===== config.mk =====
export PLATFORM = sky130hd
export DESIGN_NAME = score_arbiter
export DESIGN_NICKNAME = d
export VERILOG_FILES = /design/src/rtl/score_arbiter.sv
export SDC_FILE = /design/constraint.sdc
export NUM_CORES = 1
export LEC_CHECK = 0
export ABC_AREA = 1
export CAP_MARGIN = 10
export CORE_AREA = 2 2 69 71
export CTS_CLUSTER_DIAMETER = 100
export DETAILED_ROUTE_END_ITERATION = 16
export DIE_AREA = 0 0 71 73
export PLACE_DENSITY = 0.79
export SLEW_MARGIN = 20
export SYNTH_ARGS = -nofsm -noshare
export SYNTH_HDL_FRONTEND = slang
export SYNTH_SLANG_ARGS = --single-unit

===== constraint.sdc =====
create_clock -name clk -period 2.1 [get_ports clk]
set_input_delay 0.63 -clock clk [delete_from_list [all_inputs] [get_ports clk]]
set_output_delay 0.63 -clock clk [all_outputs]
set_load 0.02 [all_outputs]

===== src/rtl/score_arbiter.sv =====
// -----------------------------------------------------------------------------
// score_arbiter
//
// Round-robin arbiter that lets N_REQ game stations share one ScoreTracker.
// A station is granted, its operands are latched, one score_req pulse goes to
// the tracker, and the arbiter waits for the tracker's valid. If valid does not
// arrive within TIMEOUT cycles the arbiter gives up. Either way the result is
// captured and the granted station receives a one-cycle done strobe.
//
// Parameters
//   N_REQ    number of stations (2..8)
//   TIMEOUT  maximum cycles spent waiting for valid (1..255)
//
// Ports
//   clk, rst          clock, synchronous active-high reset
//   req[N_REQ]        per-station request level, held until that station's done
//   req_score         7 bits per station, station i in [7i+6:7i]
//   req_pid           3 bits per station, station i in [3i+2:3i]
//   req_guest         1 bit per station
//   grant[N_REQ]      one-hot owner of the current transaction, 0 when idle
//   done[N_REQ]       one-hot, one-cycle completion strobe
//   res_personal      personal_winner of the last completed transaction
//   res_global        global_winner of the last completed transaction
//   res_timeout       last transaction ended without valid
//   busy              a transaction is in progress
//   score_req         one-cycle request pulse to the tracker
//   score, playerID,
//   isGuest           latched operands of the granted station
//   personal_winner,
//   global_winner,
//   valid             tracker result and its qualifier
// -----------------------------------------------------------------------------
module score_arbiter #(
  parameter int N_REQ   = 4,
  parameter int TIMEOUT = 15
) (
  input  logic               clk,
  input  logic               rst,
  input  logic [N_REQ-1:0]   req,
  input  logic [7*N_REQ-1:0] req_score,
  input  logic [3*N_REQ-1:0] req_pid,
  input  logic [N_REQ-1:0]   req_guest,
  output logic [N_REQ-1:0]   grant,
  output logic [N_REQ-1:0]   done,
  output logic               res_personal,
  output logic               res_global,
  output logic               res_timeout,
  output logic               busy,
  output logic               score_req,
  output logic [6:0]         score,
  output logic [2:0]         playerID,
  output logic               isGuest,
  input  logic               personal_winner,
  input  logic               global_winner,
  input  logic               valid
);

  localparam int IDX_W = (N_REQ > 1) ? $clog2(N_REQ) : 1;
  localparam int CNT_W = $clog2(TIMEOUT + 1);

  localparam logic [CNT_W-1:0] CNT_LAST = CNT_W'(TIMEOUT - 1);
  localparam logic [IDX_W-1:0] IDX_LAST = IDX_W'(N_REQ - 1);

  typedef enum logic [1:0] {
    S_IDLE,
    S_ISSUE,
    S_WAIT,
    S_RESP
  } state_t;

  state_t           state;
  state_t           state_nxt;
  logic [IDX_W-1:0] rr_ptr;
  logic [IDX_W-1:0] gnt_idx;
  logic [CNT_W-1:0] wait_cnt;
  logic             timed_out;

  logic             pick_found;
  logic [IDX_W-1:0] pick_idx;
  logic [6:0]       pick_score;
  logic [2:0]       pick_pid;
  logic             pick_guest;

  // Round-robin pick. The first pass takes the lowest requester at or above
  // rr_ptr; only when there is none does the second pass wrap around and take
  // the lowest requester overall.
  always_comb begin
    // NOTE: every signal written here gets a default first, so no path can
    // leave it unassigned and infer a latch.
    pick_found = 1'b0;
    pick_idx   = '0;
    for (int i = 0; i < N_REQ; i++) begin
      if (!pick_found && req[i] && (IDX_W'(i) >= rr_ptr)) begin
        pick_found = 1'b1;
        pick_idx   = IDX_W'(i);
      end
    end
    for (int i = 0; i < N_REQ; i++) begin
      if (!pick_found && req[i]) begin
        pick_found = 1'b1;
        pick_idx   = IDX_W'(i);
      end
    end
  end

  // Operand mux for the picked station.
  always_comb begin
    pick_score = '0;
    pick_pid   = '0;
    pick_guest = 1'b0;
    for (int i = 0; i < N_REQ; i++) begin
      if (IDX_W'(i) == pick_idx) begin
        pick_score = req_score[7*i +: 7];
        pick_pid   = req_pid[3*i +: 3];
        pick_guest = req_guest[i];
      end
    end
  end

  assign timed_out = (wait_cnt == CNT_LAST);

  always_ff @(posedge clk) begin
    // NOTE: sequential state always uses non-blocking assignments, so every
    // register samples the values from before this clock edge.
    if (rst) begin
      state <= S_IDLE;
    end else begin
      state <= state_nxt;
    end
  end

  always_comb begin
    state_nxt = state;
    case (state)
      S_IDLE:  if (pick_found) state_nxt = S_ISSUE;
      S_ISSUE: state_nxt = S_WAIT;
      // valid takes priority over the timeout on the last allowed cycle.
      S_WAIT:  if (valid || timed_out) state_nxt = S_RESP;
      S_RESP:  state_nxt = S_IDLE;
      default: state_nxt = S_IDLE;
    endcase
  end

  // Datapath. The operand registers are held through IDLE and are cleared
  // only by reset. A reset in mid-transaction drops it without a done, which
  // leaves the station's req up, so it is arbitrated again from station 0.
  always_ff @(posedge clk) begin
    if (rst) begin
      rr_ptr       <= '0;
      gnt_idx      <= '0;
      wait_cnt     <= '0;
      score        <= '0;
      playerID     <= '0;
      isGuest      <= 1'b0;
      res_personal <= 1'b0;
      res_global   <= 1'b0;
      res_timeout  <= 1'b0;
    end else begin
      case (state)
        S_IDLE: begin
          if (pick_found) begin
            gnt_idx  <= pick_idx;
            score    <= pick_score;
            playerID <= pick_pid;
            isGuest  <= pick_guest;
          end
        end
        S_ISSUE: wait_cnt <= '0;
        S_WAIT: begin
          if (valid) begin
            res_personal <= personal_winner;
            res_global   <= global_winner;
            res_timeout  <= 1'b0;
          end else if (timed_out) begin
            res_personal <= 1'b0;
            res_global   <= 1'b0;
            res_timeout  <= 1'b1;
          end else begin
            wait_cnt <= wait_cnt + CNT_W'(1);
          end
        end
        // The station just served becomes lowest priority.
        S_RESP: rr_ptr <= (gnt_idx == IDX_LAST) ? '0 : gnt_idx + IDX_W'(1);
        default: ;
      endcase
    end
  end

  assign busy      = (state != S_IDLE);
  assign score_req = (state == S_ISSUE);
  assign grant     = busy ? (N_REQ'(1) << gnt_idx) : '0;
  assign done      = (state == S_RESP) ? grant : '0;

endmodule


==> reports/results.ini, run 1 <==
[power_and_ir_drop]
p_int_mw = 1.51
p_sw_mw = 1.13
ir_drop_mv = 0.427
power_density_nw_per_um2 = 960
swShare = 0.429
p_leak_nw = 1.24
seqPwrFrac = 0.250
power_frac_comb = 0.650
total_power_mw = 2.64
power_frac_clock = 0.099

[clock_network]
cts_setup_buffers = 0
cts_buffer_depth = 2
cts_root_buf = clkbuf_8
tritoncts = built
clock-sinks = 24
htreeDepth = 1
insertion_delay_ns = 0.25
clk_pin_slew_ns = 0.08
cts_buffers = 3

[timing]
tightest_slew_ns = 0.277
slew-limit-headroom = 0.815
maxSlewViolCount = 0
rsz0062_at_grt = false
whs_ns = 0.466
period_minus_slack_ns = 2.00
fmax_ghz = 0.501
setup_violations = 0
period_share = 0.950
finalHoldViolations = 0
clock-skew-final_ns = 0.00290

[global_routing]
antenna_found_initial = 0
grt_first_pass_wirelength_microns = 7900
grt_max_degree = 23
grt_pass1_vias = 1732
overflow = 0
grt_use_total = 0.186

[floorplan]
dieArea_sq_um = 5180
die_h_microns = 73
rows = 25
io_pins = 77
start_util = 0.409
die_w_microns = 71
core-area_sq_um = 4540

[final_layout]
stdcell_area_sq_um = 2750
instances_no_fill = 385
fillers = 411
fin_nets = 396
antennaDiodeCount = 0
areaGrowthSynthToFinish_pct = 48.5
postLayoutCoreUtil = 0.607
drive_gt1_frac = 0.236

[routing]
drc = 0
ant_nets = 0
detail_route.wl_per_cell_microns = 12.4
drtPass1Iterations = 4
viasPerCell = 4.85
finalWirelength_microns = 4780
wl_met2_microns = 2340
wl_met1_microns = 2180
highest_layer = met4
drtIter0Drc = 36
via_count = 1868
wl_met3_microns = 243

[worst_setup_path]
worstPathRequired_ns = 1.47
crit_fanout = 10
critPathArrivalTime_ns = 1.37
cp-end-kind = primary output
path_class = reg2out
start_kind = flip-flop

[synth]
yosys_warnings = 0
syn_avg_cell_area_sq_um = 7.66
syn-instance-count = 242
synth.net_count = 305
ys_ff_latch = 24
syn_area_sq_um = 1850
synthDistinctLibCells = 36
synth_seq_area_share = 0.259

[placed_design]
place_inst = 382
place.gp.congestion = 0.807
hpwl_microns = 3780
placedInstanceArea_sq_um = 2730
io_buffer_count = 76

[hold_path]
min_path_type = reg2reg

[job]
cap_violations = 0

[run_status]
status = complete, no violations

[power by group through the flow]
stage	sequential, mW	clock (mW)	combinational [mW]
after floorplan	0.748	0	1.02
after global placement	0.668	0	1.72
after detailed placement	0.668	0	1.74
after CTS	0.660	0.269	1.73
after global routing	0.676	0.287	1.89
final	0.662	0.262	1.72
[metrics by stage]
stage | setup TNS [ns] | setup slack (ns)
final | 0 | 0.104
after global routing | 0 | 0.00133
after CTS | 0 | 0.00694
after detailed placement | -1.83 | -0.132
after global placement | -1.02 | -0.0796
after floorplan | 0 | 0.137
[cell usage after synthesis (all sizes together)]
cell,number,area share
o211ai,1,0.0041
nor2,11,0.035
nor3,4,0.011
nand3,14,0.065
a221oi,1,0.0047
or2,1,0.0034
nand2,69,0.17
o21ai,16,0.043
a211oi,1,0.0041
xor2,2,0.0095
nand4,14,0.059
ha,10,0.068
o21bai,11,0.053
a21oi,22,0.068
dfxtp,24,0.26
inv,27,0.056
buf,9,0.059
o22ai,1,0.0034
clkbuf,4,0.021
[flip-flops by register name (all words and copies together), names as in the netlist]
name          flops
res_global        1
state             2
wait_cnt          4
gnt_idx           2
isGuest           1
res_timeout       1
rr_ptr            2
score             7
res_personal      1
playerID          3
[layer usage]
metal  vias up  global-route usage
met5         -                   0
met4         0              0.0314
met3         4              0.0235
met2        56               0.332
met1       828               0.245
li1        980                   -
[critical path: stages (launching register included)]
cell	delay, ns
dfxtp_1	0.36
inv_1	0.07
ha_2	0.24
nor2_1	0.11
dlygate4sd2_1	0.33
[layout by cell type (no fill, tap or decap), types with 4 or more instances in the layout]
master | synthesis | final
o21ai_1 | 6 | 6
nand2_4 | 4 | 4
nand3_1 | 4 | 4
a21oi_2 | 4 | 4
a21oi_1 | 18 | 18
dfxtp_1 | 24 | 23
clkdlybuf4s50_1 | 0 | 66
buf_4 | 0 | 21
nand3_2 | 10 | 10
o21ai_0 | 10 | 10
nand2_1 | 51 | 51
nand2_2 | 14 | 14
ha_1 | 10 | 9
o21bai_2 | 4 | 4
nor2_1 | 9 | 9
nand4_1 | 12 | 12
inv_1 | 24 | 24
o21bai_1 | 7 | 7
[worst paths after layout]
check | start | endpoint | slack, ns | cells past startpoint
setup reg to reg | state[0] | wait_cnt[3] | 0.52 | 9
hold / removal | res_personal | res_personal | 0.47 | 2
setup / recovery | state[1] | grant[0] | 0.10 | 4
hold reg to reg | res_personal | res_personal | 0.47 | 2
[area by class of cell]
type                    instances  area [sq um]  share of cell area
clock buffers                   3          41.3              0.0150
inverters                      27           104              0.0377
multi-input cells             178          1130               0.410
flip-flops and latches         24           482               0.175
well taps                      54          67.6              0.0246
repair buffers                 99           930               0.338
[cells by family (layout without fill, tap and decap cells)]
group,Yosys count,after routing,share of synthesized area
compound gates,53,53,0.180
xor+xnor,2,2,0.00945
fa+ha+maj,10,10,0.0675
buf+inv,40,129,0.136
flops,24,24,0.259
simple gates,113,113,0.348
[repair_timing]
item / 4_1_cts / 5_1_grt
hold buffers: 0 / 0
resized for setup: 17 / 14
setup endpoints to repair: 10 / 7
No activity file was read; power rests on OpenSTA's default activity.
==> run 2: changes to the inputs <==
--- a/config.mk
+++ b/config.mk
@@ -7,10 +7,11 @@
 export LEC_CHECK = 0
 export ABC_AREA = 1
 export CAP_MARGIN = 10
-export CORE_AREA = 2 2 69 71
-export CTS_CLUSTER_DIAMETER = 100
+export CORE_AREA = 2 2 63 77
+export CTS_CLUSTER_DIAMETER = 50
 export DETAILED_ROUTE_END_ITERATION = 16
-export DIE_AREA = 0 0 71 73
+export DIE_AREA = 0 0 65 79
+export MAX_ROUTING_LAYER = met4
 export PLACE_DENSITY = 0.79
 export SLEW_MARGIN = 20
 export SYNTH_ARGS = -nofsm -noshare
==> reports/results.ini, run 2 (synthesized netlist as in run 1, its figures left out) <==
[routing]
drtIter0Drc = 134  ; +270%
detail_route.wl_per_cell_microns = 12.1  ; -2.4%
drc = 0  ; unchanged
finalWirelength_microns = 4750  ; -0.61%
drtPass1Iterations = 4  ; unchanged
ant_nets = 0  ; unchanged
via_count = 1863  ; -0.27%
viasPerCell = 4.75  ; -2.0%

[worst_setup_path]
r2r_start = wait_cnt[0]
critPathArrivalTime_ns = 1.37  ; about the same
worstPathRequired_ns = 1.47  ; about the same
rr_endpoint = wait_cnt[3]
r2r_slack_ns = 0.41  ; -0.11 ns
cp-end-kind = primary output
crit_fanout = 10  ; unchanged
path_class = reg2out
worstRegToRegCells = 10  ; +1
start_kind = flip-flop

[final_layout]
reg.largest.list = score x7, wait_cnt x4, playerID x3
fin_nets = 398  ; +0.51%
regMostFlops = score
mostFrequentLayoutCells = 66 x clkdlybuf4s50_1, 51 x nand2_1, 24 x inv_1, 23 x dfxtp_1, 22 x buf_4
drive_gt1_frac = 0.237  ; +0.000877
largest_register_ffs = 7  ; unchanged
areaGrowthSynthToFinish_pct = 51.4
antennaDiodeCount = 0  ; unchanged
stdcell_area_sq_um = 2810  ; +2.0%
final_common_cell = clkdlybuf4s50_1

[placed_design]
io_buffer_count = 76  ; unchanged
place.gp.congestion = 0.871  ; +7.9%
placedInstanceArea_sq_um = 2750  ; +0.73%
hpwl_microns = 3870  ; +2.4%

[hold_path]
min_to = playerID[2]
hold-path-cell-count = 2  ; unchanged
min_from = playerID[2]
min_path_type = reg2reg

[timing]
period_share = 0.952  ; +0.00178
setup_violations = 0  ; unchanged
whs_ns = 0.465  ; -0.000649 ns
fmax_ghz = 0.500  ; -0.19%
tightest_slew_ns = 0.305  ; +0.0283 ns
period_minus_slack_ns = 2.00  ; +0.00375 ns
finalHoldViolations = 0  ; unchanged
rsz0062_at_grt = false
slew-limit-headroom = 0.796  ; -0.0192
maxSlewViolCount = 0  ; unchanged
clock-skew-final_ns = 0.00300  ; +0.0000985 ns

[power_and_ir_drop]
p_int_mw = 1.66  ; +10%
power_density_nw_per_um2 = 1000  ; +4.5%
p_sw_mw = 1.15  ; +1.7%
ir_drop_mv = 0.524  ; +23%
p_leak_nw = 1.28  ; +2.5%
total_power_mw = 2.82  ; +6.6%
swShare = 0.409  ; -0.0195
power_frac_comb = 0.620  ; -0.030
power_frac_clock = 0.144  ; +0.045
seqPwrFrac = 0.236  ; -0.014

[floorplan]
core-area_sq_um = 4430  ; -2.4%
start_util = 0.419  ; +0.0102
rows = 27  ; +8.0%
die_w_microns = 65  ; -8.5%
dieArea_sq_um = 5140  ; -0.93%
die_h_microns = 79  ; +8.2%
io_pins = 77  ; unchanged

[clock_network]
holdBufCountCts = 0  ; unchanged
cts_buffers = 3  ; unchanged
insertion_delay_ns = 0.26  ; about the same
cts_buffer_depth = 2  ; unchanged
cts_root_buf = clkbuf_8
cts_setup_buffers = 0  ; unchanged
htreeDepth = 1  ; unchanged
tritoncts = built
clock-sinks = 24  ; unchanged
clk_pin_slew_ns = 0.09  ; about the same

[global_routing]
grt_first_pass_wirelength_microns = 7950  ; +0.61%
overflow = 0  ; unchanged
antenna_found_initial = 0  ; unchanged
grt_use_total = 0.196  ; +0.0100
grt_max_degree = 23  ; unchanged
grt_pass1_vias = 1805  ; +4.2%

[run_status]
status = complete, no violations

[job]
cap_violations = 0  ; unchanged

==> run 2: changes by cell type in the layout (fill, tap and decap cells not counted), sizes merged <==
cell / before / now
dlygate4sd2: 3 / 5
clkdlybuf4s15: 2 / 1
clkbuf: 6 / 5
buf: 25 / 27
bufinv: 0 / 1
==> run 2: how the worst max path moves through the flow <==
stage / startpoint / to
after global placement: req[1] / playerID[0]
after floorplan: state[0] / done[0]
final: state[0] / grant[3]
after CTS: state[0] / done[3]
after global routing: state[0] / grant[2]
after detailed placement: req[1] / playerID[1]
==> run 2: what timing repair did <==
action	in CTS	in global routing
setup endpoints to repair	10	8
pin swaps	0	0
gates resized for setup	20	10
hold endpoints to repair	0	0
==> run 2: per-stage QoR <==
| stage | worst slack [ns] | TNS [ns] | std cells | utilization |
|---|---|---|---|---|
| 6_report | 0.100 | 0 | 392 | 0.634 |
| 3_3_place_gp | -0.0784 | -1.07 | 388 | 0.621 |
| 4_1_cts | 0.00181 | 0 | 392 | 0.637 |
| 2_1_floorplan | 0.137 | 0 | 242 | - |
| 3_5_place_dp | -0.153 | -1.90 | 388 | 0.621 |
| 5_1_grt | 0.00104 | 0 | 392 | 0.634 |
==> run 2: final cells by class <==
class,count,area (sq um)
Fill cell,383,1620
Clock buffer,3,41.3
Clock inverter,1,30.0
Multi-Input combinational cell,178,1120
Tap cell,58,72.6
Inverter,27,106
Timing Repair Buffer,101,951
Sequential cell,24,482
==> run 2: per-layer routing <==
metal,share of wire,vias up,routed length (microns),global-route usage
met3,0.039,4,187,0.00425
met5,0,-,0,-
met4,0.012,0,59,0.0681
met1,0.43,829,2030,0.244
met2,0.52,48,2480,0.342
li1,-,982,-,-
==> run 2: worst max-delay path: stages, from the launching register on <==
cell	delay, ns
dfxtp_1	0.34
inv_1	0.06
ha_2	0.25
nor2_1	0.12
dlygate4sd2_1	0.34
==> run 2: power by group through the flow <==
stage	sequential [mW]	clock (mW)	combinational (mW)
after global routing	0.680	0.430	1.92
after CTS	0.663	0.411	1.74
after floorplan	0.748	0	1.02
after global placement	0.665	0	1.73
final	0.664	0.404	1.75
after detailed placement	0.671	0	1.77
